$ cat src/rtl/clkgen_multi.sv
`default_nettype none
// +---------------------------------------------------------------------------+
// | clkgen_multi: NUM_CH glitch-free divided clocks, per-channel div/phase/en |
// | applied at period boundaries. Macro CLKGEN_SYNC_RESTART_EN adds restart.  |
// | Revision: 1.0                                                             |
// +---------------------------------------------------------------------------+
module clkgen_multi #(
  parameter int                NUM_CH        = 4,
  parameter int                DIV_W         = 8,
  parameter int                DEFAULT_DIV   = 2,
  parameter logic [NUM_CH-1:0] RESET_EN_MASK = '1,
  localparam int               CH_W          = (NUM_CH > 1) ? $clog2(NUM_CH) : 1
) (
  input  logic              clock,
  input  logic              reset,
`ifdef CLKGEN_SYNC_RESTART_EN
  input  logic              restart,
`endif
  input  logic              cfg_valid,
  output logic              cfg_ready,
  input  logic [CH_W-1:0]   cfg_ch,
  input  logic [DIV_W-1:0]  cfg_div,
  input  logic [DIV_W-1:0]  cfg_phase,
  input  logic              cfg_en,
  output logic [NUM_CH-1:0] clk_out,
  output logic [NUM_CH-1:0] tick,
  output logic              locked
);

  localparam int PAD_W = 2 ** CH_W;

  typedef enum logic [1:0] {ST_IDLE = 2'd0, ST_DELAY = 2'd1, ST_RUN = 2'd2} state_t;

  logic [NUM_CH-1:0] pending;
  logic [PAD_W-1:0]  pend_pad;
  logic [DIV_W-1:0]  new_div;
  logic [DIV_W-1:0]  new_phase;

  // Unused channel codes read as "not pending", so out-of-range requests are accepted and dropped.
  assign pend_pad  = PAD_W'(pending);
  assign cfg_ready = ~pend_pad[cfg_ch];

  assign new_div   = (cfg_div < DIV_W'(2)) ? DIV_W'(2) : cfg_div;
  assign new_phase = (cfg_phase >= new_div) ? (new_div - DIV_W'(1)) : cfg_phase;

  always_ff @(posedge clock or negedge reset) begin
    if (!reset) locked <= 1'b1;
    else        locked <= ~|pending;
  end

  for (genvar i = 0; i < NUM_CH; i++) begin : g_ch
    state_t           state_q, state_d;
    logic [DIV_W-1:0] cnt_q, cnt_d, div_q, div_d, phase_q, phase_d;
    logic [DIV_W-1:0] sh_div_q, sh_phase_q, pos;
    logic [DIV_W:0]   half;
    logic             en_q, en_d, sh_en_q, pend_q, pend_d;
    logic             acc, apply, show, clk_q, clk_d, tick_q, tick_d;

    assign acc        = cfg_valid & cfg_ready & (cfg_ch == CH_W'(i));
    assign pending[i] = pend_q;
    assign clk_out[i] = clk_q;
    assign tick[i]    = tick_q;

    // cnt holds the period position to be driven at the next edge (or remaining delay in DELAY);
    // show/pos describe what the output register takes at this edge.
    always_comb begin
      state_d = state_q;
      cnt_d   = cnt_q;
      div_d   = div_q;
      phase_d = phase_q;
      en_d    = en_q;
      pend_d  = pend_q;
      show    = 1'b0;
      pos     = '0;
      apply   = (state_q == ST_RUN) ? (pend_q && cnt_q == '0) : pend_q;
`ifdef CLKGEN_SYNC_RESTART_EN
      apply   = apply | restart;
`endif
      if (apply) begin
        if (pend_q) begin
          div_d   = sh_div_q;
          phase_d = sh_phase_q;
          en_d    = sh_en_q;
        end
        pend_d = 1'b0;
        if (!en_d) begin
          state_d = ST_IDLE;
          cnt_d   = '0;
        end else if (phase_d != '0) begin
          state_d = ST_DELAY;
          cnt_d   = phase_d - DIV_W'(1);
        end else begin
          state_d = ST_RUN;
          show    = 1'b1;
          cnt_d   = DIV_W'(1);
        end
      end else begin
        case (state_q)
          ST_RUN: begin
            show  = 1'b1;
            pos   = cnt_q;
            cnt_d = (cnt_q == div_q - DIV_W'(1)) ? '0 : cnt_q + DIV_W'(1);
          end
          ST_DELAY: begin
            if (cnt_q == '0) begin
              state_d = ST_RUN;
              show    = 1'b1;
              cnt_d   = DIV_W'(1);
            end else begin
              cnt_d = cnt_q - DIV_W'(1);
            end
          end
          default: begin
            state_d = ST_IDLE;
            cnt_d   = '0;
          end
        endcase
      end
      if (acc) pend_d = 1'b1;
      half   = ({1'b0, div_d} + (DIV_W+1)'(1)) >> 1;
      clk_d  = show && ({1'b0, pos} < half);
      tick_d = show && (pos == '0);
    end

    always_ff @(posedge clock or negedge reset) begin
      if (!reset) begin
        state_q    <= RESET_EN_MASK[i] ? ST_RUN : ST_IDLE;
        cnt_q      <= '0;
        div_q      <= DIV_W'(DEFAULT_DIV);
        phase_q    <= '0;
        en_q       <= RESET_EN_MASK[i];
        sh_div_q   <= DIV_W'(DEFAULT_DIV);
        sh_phase_q <= '0;
        sh_en_q    <= RESET_EN_MASK[i];
        pend_q     <= 1'b0;
        clk_q      <= 1'b0;
        tick_q     <= 1'b0;
      end else begin
        state_q <= state_d;
        cnt_q   <= cnt_d;
        div_q   <= div_d;
        phase_q <= phase_d;
        en_q    <= en_d;
        pend_q  <= pend_d;
        clk_q   <= clk_d;
        tick_q  <= tick_d;
        if (acc) begin
          sh_div_q   <= new_div;
          sh_phase_q <= new_phase;
          sh_en_q    <= cfg_en;
        end
      end
    end
  end

endmodule
`default_nettype wire

$ cat config.mk
export PLATFORM = sky130hd
export DESIGN_NAME = clkgen_multi
export DESIGN_NICKNAME = d
export VERILOG_FILES = /design/src/rtl/clkgen_multi.sv
export SDC_FILE = /design/constraint.sdc
export NUM_CORES = 1
export LEC_CHECK = 0
export CAP_MARGIN = 20
export CORE_MARGIN = 10
export CORE_UTILIZATION = 45
export DETAILED_ROUTE_END_ITERATION = 6
export GPL_TIMING_DRIVEN = 0
export MAX_ROUTING_LAYER = met4
export PLACE_DENSITY = 0.75
export SETUP_SLACK_MARGIN = 0.4
export SLEW_MARGIN = 10
export SYNTH_ARGS = -nofsm -noshare
export SYNTH_HDL_FRONTEND = slang
export SYNTH_SLANG_ARGS = --single-unit
$ cat constraint.sdc
create_clock -name clock -period 4.15 [get_ports clock]
set_input_delay 1.0375 -clock clock [delete_from_list [all_inputs] [get_ports clock]]
set_output_delay 1.0375 -clock clock [all_outputs]
set_load 0.01 [all_outputs]
# --- After elaboration in Yosys (flattened, before gate mapping) ---
# Cells that the tools add are included.
word_totals:
  mem_bits_rw: 0
  output_inout_bits: 10
  input_bits: 22
  reg_bits: 189
  n_memories: 0
  romBits: 0
  elab_cells: 249
  latchBits: 0
classes:
  n_div: 0
  bitwise_logic: 6
  multipliers: 0
  n_addsub: 21
  magnitude_cmp: 7
  n_shift: 0
  n_reduce_logical: 35
  n_eq_ne: 23
  mux: 112
ops:
  columns: ["op", "count"]
  rows:
  - ["two-way mux 8 bit", 46]
  - ["subtractor 8 x 1 -> 8 bit, second input constant", 13]
  - ["zero test 8 bit", 8]
  - ["case mux 8 bit (2 select lines)", 4]
  - ["two-way mux 1 bit", 37]
  - ["adder 8 x 1 -> 9 bit, second input constant", 4]
  - ["adder 8 x 1 -> 8 bit, second input constant", 4]
  - ["equality test 8 bit", 4]
  - ["< comparator 8 bit", 4]
  - ["two-way mux 2 bit", 16]
  - ["nonzero test 8 bit", 4]
  - ["case mux 2 bit (2 select lines)", 4]
  - ["equality test 2 bit, second input constant", 6]
  - ["logical AND 1 bit", 12]
  - ["inequality test 3 bit, second input constant", 4]
  - ["equality test 2 x 1 -> 1 bit, second input constant", 5]
  - ["greater-or-equal comparator 8 bit", 1]
  - ["< comparator 8 x 2 -> 1 bit, second input constant", 1]
  - ["inequality test 2 bit, second input constant", 4]
  - ["case mux 1 bit (2 select lines)", 4]
  - ["AND reduction 2 bit", 4]
  - ["nonzero test 2 bit", 4]
  - ["AND 1 bit", 5]
  - ["OR reduction 4 bit", 1]
  - ["other kinds (5)", 5]

# --- Depth between registers and ports, before layout ---
# Gate-level depths: netlist of run 1.
logic_depth:
  ltp_word: 9
  depth_mapped: 20
  mapped_depth_nobuf: 16

# --- Worst setup path before layout of run 1 ---
# No wires, ideal clock.
synth_path:
  path_type: "flip-flop to flip-flop"
  from: "reg g_ch[0].cnt_q[0]"
  to: "reg g_ch[0].clk_q"
  required_ns: 4.039
  period_less_slack_ns: 4.079
  path_stages_with_launch: 19
  path_buffers: 4
  path_slack_ns: 0.071
  setup_time_ns: 0.111
  arrival_ns: 3.967
  cell_sequence: "dfrtp_1 clkbuf_1 inv_1 ha_1 or4b_1 buf_2 o21ai_4 nand2_2 buf_2 buf_2 mux2_2 ha_1 and3_1 a41oi_1 xnor2_1 ha_1 a21o_1 a21o_1 a2111oi_2"
synth_between:
  elab_chain_cells: 7
  word_cells_on_any_way: 12
  cone_classes: "add/sub: 1; order compare: 1; mux: 7; reduce/logical: 3"
synth_rtl:
  columns: ["item", "line_no", "source"]
  rows:
  - ["from (decl)", "53", "logic [DIV_W-1:0] cnt_q, cnt_d, div_q, div_d, phase_q, phase_d;"]
  - ["from (signal assigned)", "140", "cnt_q <= cnt_d;"]
  - ["zero test 8 bit", "75", "apply = (state_q == ST_RUN) ? (pend_q && cnt_q == '0) : pend_q;"]
  - ["logical AND 1 bit", "75", null]
  - ["two-way mux 1 bit", "75", null]
  - ["two-way mux 8 bit", "79", "if (apply) begin"]
  - ["via g_ch[0].div_d[0]", "53", null]
  - ["adder 8 x 1 -> 9 bit", "120", "half = ({1'b0, div_d} + (DIV_W+1)'(1)) >> 1;"]
  - ["< comparator 8 bit", "121", "clk_d = show && ({1'b0, pos} < half);"]
  - ["logical AND 1 bit", "121", null]
  - ["via g_ch[0].clk_d", "57", "logic acc, apply, show, clk_q, clk_d, tick_q, tick_d;"]
  - ["to (signal assigned)", "145", "clk_q <= clk_d;"]
  - ["to (decl)", "57", null]
# The timed path passes the listed nets, and every way through them passes these cells.
# A chain may end at the register's enable or synchronous reset.

# --- Final worst setup path of run 1 ---
# Same ends and word-level chain as after synthesis.

==> results of run 1 <==
[power groups by stage]
stage | Clock (mW) | Combinational [mW] | Sequential [mW]
after floorplan | 0 | 3.24 | 2.74
after global placement | 0 | 3.98 | 2.89
after detailed placement | 0 | 4.12 | 2.91
after CTS | 1.69 | 4.32 | 2.89
after global routing | 1.77 | 4.98 | 2.97
final | 1.67 | 4.48 | 2.90
[cells in the final DEF, fill, tap and decap left out, types with 17 or more instances in the layout]
master and instances:
nor2_1 70, dfstp_2 17, and2_1 28, nand2_1 153
mux2_2 27, o211ai_1 17, ha_1 60, a21oi_1 56
mux2i_1 47, dfrtp_1 166, clkbuf_16 18, clkdlybuf4s50_1 26
nand3_1 44, o21ai_0 135, inv_1 67, xnor2_1 57
xor2_1 46, buf_4 37, nor3_1 47, clkbuf_1 42
[timing repair]
item                                    4_1_cts  5_1_grt
setup buffers                                18        7
resized for setup                            62       44
endpoints found under the setup margin       37       37
pin swaps                                    16       17
[worst min-delay path by stage]
stage | start | cells after the start | slack [ns] | end
2_1_floorplan | g_ch[0].phase_q[5]$_DFFE_PN0N_ | 2 | 0.45 | g_ch[0].phase_q[5]$_DFFE_PN0N_
6_report | g_ch[0].phase_q[5]$_DFFE_PN0N_ | 2 | 0.49 | g_ch[0].phase_q[5]$_DFFE_PN0N_
3_5_place_dp | g_ch[3].phase_q[6]$_DFFE_PN0N_ | 2 | 0.48 | g_ch[3].phase_q[6]$_DFFE_PN0N_
5_1_grt | g_ch[1].sh_div_q[1]$_DFFE_PN1P_ | 2 | 0.51 | g_ch[1].sh_div_q[1]$_DFFE_PN1P_
3_3_place_gp | g_ch[0].phase_q[5]$_DFFE_PN0N_ | 2 | 0.46 | g_ch[0].phase_q[5]$_DFFE_PN0N_
4_1_cts | g_ch[3].sh_phase_q[6]$_DFFE_PN0P_ | 2 | 0.49 | g_ch[3].sh_phase_q[6]$_DFFE_PN0P_
[synth_stat cells, types with 44 or more instances]
| cell | n | area, um^2 |
|---|---|---|
| mux2i_1 | 55 | 551 |
| a21oi_1 | 56 | 280 |
| nand2_1 | 153 | 574 |
| ha_1 | 69 | 863 |
| dfrtp_1 | 168 | 4200 |
| inv_1 | 72 | 270 |
| xnor2_1 | 57 | 499 |
| xor2_1 | 46 | 403 |
| nor2_1 | 72 | 270 |
| nor3_1 | 51 | 255 |
| clkbuf_1 | 44 | 165 |
| o21ai_0 | 145 | 726 |
| nand3_1 | 45 | 225 |
[critical path: stages, from the launching register on]
cell	delay, ns
dfrtp_1	0.39
clkbuf_8	0.15
inv_4	0.05
ha_4	0.12
or4b_4	0.45
buf_6	0.14
o21ai_4	0.16
nand2_4	0.09
buf_4	0.20
mux2_2	0.27
ha_4	0.16
and3_4	0.19
a41oi_2	0.11
or3_1	0.39
ha_4	0.25
nand4_1	0.12
o21bai_1	0.13
a2111oi_4	0.34
[per-layer routing]
metal	vias up	wire [um]	GRT usage
met5	-	0	-
met4	0	744	0.0648
met3	62	1440	0.0278
met2	304	16100	0.307
met1	5373	15000	0.243
li1	5166	-	-
[logic make-up (layout without fill, tap and decap cells)]
logic type      after synthesis  after routing  share of synthesized area
simple gates                476            476                      0.194
compound gates              332            332                      0.167
flops                       185            185                      0.370
buf+inv                     155            244                     0.0540
xor+xnor                    103            103                     0.0717
mux                          88             88                     0.0748
fa+ha+maj                    69             69                     0.0686
[layout make-up]
cell class	instances	area share
repair buffers	57	0.0362
clock buffers	21	0.0301
clock inverters	11	0.0103
plain buffers	83	0.0356
multi-input cells	1068	0.519
flip-flops and latches	185	0.318
inverters	72	0.0186
well taps	378	0.0323
[sequential cells by signal (all words and copies together) (netlist names)]
| register | flops |
|---|---|
| g_ch.sh_en_q | 4 |
| g_ch.cnt_q | 32 |
| g_ch.div_q | 32 |
| g_ch.sh_div_q | 32 |
| g_ch.state_q | 8 |
| g_ch.phase_q | 32 |
| g_ch.pend_q | 4 |
| locked | 1 |
| g_ch.sh_phase_q | 32 |
| g_ch.tick_q | 4 |
| g_ch.clk_q | 4 |
==> impl_metrics.toml, run 1 <==
[yosys]
postSynthCellCount = 1408
synth-seq-cells = 185
syn_area_per_cell_um2 = 8.94
yosysSeqAreaShare = 0.370
synth_edf_count = 0
synth_flop_cell = "dfrtp_1"
syn-cell-area_mm2 = 0.0126
syn_nets = 1499
ys_types = 87
synthesis.yosys.warnings = 0
async_flop_share = 1.00

[clocking]
clock_path_buffers = 2
postCtsHoldBufs = 0
clock_sinks = 185
clk_pin_slew_worst_paths_ns = 0.07
cts_tree = "done"
cts_buffers = 17
cts_root_buf = "clkbuf_16"
h-tree-depth = 4
clock_latency_ns = 0.43

[detailed_routing]
totalWireLength_um = 33300
ant_nets = 0
dr.pass1.iters = 5
drt_iter0_markers = 780
drc = 0
vias_per_cell = 5.82
vias = 10905
avgRoutedWirePerCell_um = 17.8

[cells_and_area]
drive_above_1_share = 0.154
area_growth_pct = 16.3
multi_input_area_mm2 = 0.00760
final_util = 0.528
design_area_mm2 = 0.0146
diodes = 0
layout.cells.non_filler = 1875
final_nets = 1575
regArea_mm2 = 0.00465
nFillCells = 2443

[sta]
fin_skew_ns = 0.00819
maxSlewViolCount = 0
setup_tns_ns = 0
hold_violations = 0
worst_pin_slew_ns = 0.718
hold-worst-slack_ns = 0.489
timing.slew.headroom = 0.521
worst_slack_ns = 0.317
finalCritPeriodShare = 0.923
rsz0062_at_grt = "true"
fmax_mhz = 261
fin_crit_ns = 3.83
setup_viol = 0

[floorplan]
fp.coreArea_mm2 = 0.0277
pin_count = 32
die-area_mm2 = 0.0350
die_w_um = 187
initial_utilization = 0.454
rows = 61
die_h_um = 187

[place]
dp_hpwl_um = 23500
dp_cells = 1818
gp_congestion = 0.916
place_area_mm2 = 0.0135
io_buffers = 31
place_ws_ns = -0.956

[critical_path]
worst-setup-path-type = "register to register"
crit_end = "g_ch[0].clk_q$_DFF_PN0_"
ff2ff_setup_slack_ns = 0.32
crit_fanout = 10
reg2reg_depth = 17
cp.required_ns = 4.47
crit_start = "g_ch[0].cnt_q[0]$_DFF_PN0_"
worstSetupEndpointType = "register"
r2r_start = "g_ch[0].cnt_q[0]$_DFF_PN0_"
crit_path_start_kind = "register"
timing.rr.end = "g_ch[0].clk_q$_DFF_PN0_"
crit_arrival_ns = 4.15

[power_and_ir_drop]
max-vdd-ir-drop_uv = 316
p_seq_frac = 0.320
p_sw_mw = 3.80
power_frac_clock = 0.184
powerDensity_mw_per_mm2 = 618
sw_frac_of_total = 0.419
p_int_mw = 5.25
combPwrFrac = 0.495
finalPower_mw = 9.05
leakage_nw = 6.22

[hold_path]
hold_path_class = "register to register"

[grt]
gr-total-overflow = 0
grt_pass1_wl_um = 54700
first_global_vias = 10962
grt_max_degree = 95
globalRouteTotalUtil = 0.191
antenna_found_initial = 0

[status]
outcome = "finished, final reports clean"

[job]
max-cap-violations = 0
No activity file was read; power rests on OpenSTA's default activity.
==> inputs of run 2 (changes only) <==
--- a/config.mk
+++ b/config.mk
@@ -13,7 +13,7 @@
 export MAX_ROUTING_LAYER = met4
 export PLACE_DENSITY = 0.75
 export SETUP_SLACK_MARGIN = 0.4
-export SLEW_MARGIN = 10
+export SLEW_MARGIN = 15
 export SYNTH_ARGS = -nofsm -noshare
 export SYNTH_HDL_FRONTEND = slang
 export SYNTH_SLANG_ARGS = --single-unit
==> results of run 2 <==
Same layout as run 1: the final DEF is identical, and so are final timing and power.
==> inputs of run 3 (changes only) <==
--- a/config.mk
+++ b/config.mk
@@ -9,6 +9,7 @@
 export CORE_MARGIN = 10
 export CORE_UTILIZATION = 45
 export DETAILED_ROUTE_END_ITERATION = 6
+export GPL_ROUTABILITY_DRIVEN = 0
 export GPL_TIMING_DRIVEN = 0
 export MAX_ROUTING_LAYER = met4
 export PLACE_DENSITY = 0.75
==> run 3 against run 2 <==
Against the previous run: utilization grew 0.063 points; non-clock buffer count grew 3; global-route usage shrank 0.47 points; sequential power is essentially flat; combinational power is essentially flat; final cell count grew 0.16%; wire length shrank 2.3%; count of clock-buffer cells in the layout shrank 1; via count shrank 0.28%; clock power shrank 5%; maximum frequency grew 0.89%; critical path depth grew 1.
==> impl_metrics.toml, run 3 (synthesized netlist as in run 1, its figures left out) <==
[power_and_ir_drop]
leakage_nw = 6.24
powerDensity_mw_per_mm2 = 610
max-vdd-ir-drop_uv = 339

[clocking]
cts_tree = "done"
clock_latency_ns = 0.44
h-tree-depth = 4
cts_buffers = 17
cts_root_buf = "clkbuf_16"
clock_path_buffers = 2
clock_sinks = 185
clk_pin_slew_worst_paths_ns = 0.07

[detailed_routing]
drt_iter0_markers = 740
dr.pass1.iters = 5
drc = 0
avgRoutedWirePerCell_um = 17.3
totalWireLength_um = 32500
vias_per_cell = 5.79
vias = 10874
ant_nets = 0

[critical_path]
cp_slowest_stage_delay_ns = 0.45
crit_fanout = 4
worst-setup-path-type = "register to register"
r2r_start = "g_ch[0].cnt_q[0]$_DFF_PN0_"
worstSetupEndpointType = "register"
cp_cell_sequence = "clkbuf_8, inv_4, ha_4, or4b_4, buf_6, o21ai_4, nand2_4, buf_8, buf_8, mux2_4, ha_4, and3_4, a41oi_2, xnor2_1, ha_1, a21o_1, a21o_1, a2111oi_2"
ff2ff_setup_slack_ns = 0.35
crit_buf_inv = 5
crit_path_start_kind = "register"
timing.rr.end = "g_ch[0].clk_q$_DFF_PN0_"
crit_arrival_ns = 4.12
reg2reg_depth = 18
crit_family = "compound AO/OA/AOI/OAI gates"
crit_path_top_delay_cell = "or4b_4"
cp.required_ns = 4.47
cp.depth = 18

[sta]
rsz0062_at_grt = "true"
fmax_mhz = 263
fin_skew_ns = 0.00867
finalCritPeriodShare = 0.915
worst_slack_ns = 0.351
setup_viol = 0
worst_pin_slew_ns = 0.691
timing.slew.headroom = 0.539
fin_crit_ns = 3.80
setup_tns_ns = 0
hold_violations = 0
maxSlewViolCount = 0

[floorplan]
pin_count = 32
rows = 61
die_w_um = 187
die_h_um = 187
initial_utilization = 0.454
fp.coreArea_mm2 = 0.0277
die-area_mm2 = 0.0350

[cells_and_area]
diodes = 0
area_growth_pct = 16.5
design_area_mm2 = 0.0147
nFillCells = 2432
final_cell_mix = "166 x dfrtp_1, 153 x nand2_1, 132 x o21ai_0, 70 x nor2_1, 67 x inv_1"
layout_commonest_cell = "dfrtp_1"
drive_above_1_share = 0.155
final_nets = 1578

[place]
io_buffers = 31
place_area_mm2 = 0.0135
place_ws_ns = -0.956
dp_hpwl_um = 23300

[grt]
antenna_found_initial = 0
gr-total-overflow = 0
grt_max_degree = 93
globalRouteTotalUtil = 0.186
grt_pass1_wl_um = 53500
first_global_vias = 10725

[status]
outcome = "finished, final reports clean"

[hold_path]
hold_path_class = "input pin to asynchronous set/reset pin"

[job]
max-cap-violations = 0
[run 3: cell count changes in the layout (fill, tap and decap cells not counted), moves of 2 or more]
cell | previous run | this run
o21ai_0 | 135 | 132
o21ai_1 | 5 | 9
inv_6 | 1 | 4
a2111oi_2 | 0 | 2
a2111oi_4 | 2 | 0
bufinv_16 | 3 | 1
clkbuf_1 | 42 | 40
[run 3: area by class of cell]
cell class,instances,area (um^2),share of cell area
Buffer,83,520,0.0355
Clock inverter,12,116,0.00794
Sequential cell,185,4650,0.317
Tap cell,378,473,0.0323
Multi-Input combinational cell,1068,7590,0.518
Timing Repair Buffer,60,576,0.0393
Inverter,72,277,0.0189
Clock buffer,20,447,0.0305
[run 3: per-layer routing]
layer / track usage / vias up / wire length [um]
li1: - / 5173 / -
met1: 0.243 / 5323 / 14900
met2: 0.299 / 316 / 15500
met3: 0.0229 / 62 / 1530
met4: 0.0540 / 0 / 627
met5: - / - / 0
[run 3: worst max path at each step]
stage,startpoint,endpoint,slack [ns]
after floorplan,g_ch[0].cnt_q[0]$_DFF_PN0_,g_ch[0].clk_q$_DFF_PN0_,0.39
after global placement,reset,g_ch[3].div_q[5]$_DFF_PN0_,-5.72
after detailed placement,cfg_div[4],g_ch[3].sh_phase_q[6]$_DFFE_PN0P_,-0.96
after global routing,g_ch[0].cnt_q[0]$_DFF_PN0_,g_ch[0].clk_q$_DFF_PN0_,0.24
after CTS,g_ch[0].cnt_q[0]$_DFF_PN0_,g_ch[0].clk_q$_DFF_PN0_,0.27
final,g_ch[0].cnt_q[0]$_DFF_PN0_,g_ch[0].clk_q$_DFF_PN0_,0.35
[run 3: repair_timing]
item | CTS | global route
resized for setup | 56 | 50
setup buffers | 18 | 9
hold buffers | 0 | 0
endpoints found under the setup margin | 37 | 36
pin swaps | 11 | 17
[run 3: per-stage QoR]
stage	power (mW)	utilization	cells	hold slack (ns)
final	8.94	0.529	1878	0.439
after global routing	9.59	0.529	1878	0.447
after CTS	8.77	0.521	1869	0.440
after detailed placement	7.01	0.487	1819	0.470
after global placement	6.87	0.485	1817	0.463
after floorplan	5.98	-	1408	0.448
[run 3: where the power goes]
| group | switching [mW] | leakage (nW) | total (mW) | internal, mW |
|---|---|---|---|---|
| combinational | 2.51 | 3.62 | 4.45 | 1.94 |
| clock | 0.739 | 0.272 | 1.59 | 0.851 |
| sequential | 0.530 | 2.35 | 2.90 | 2.37 |
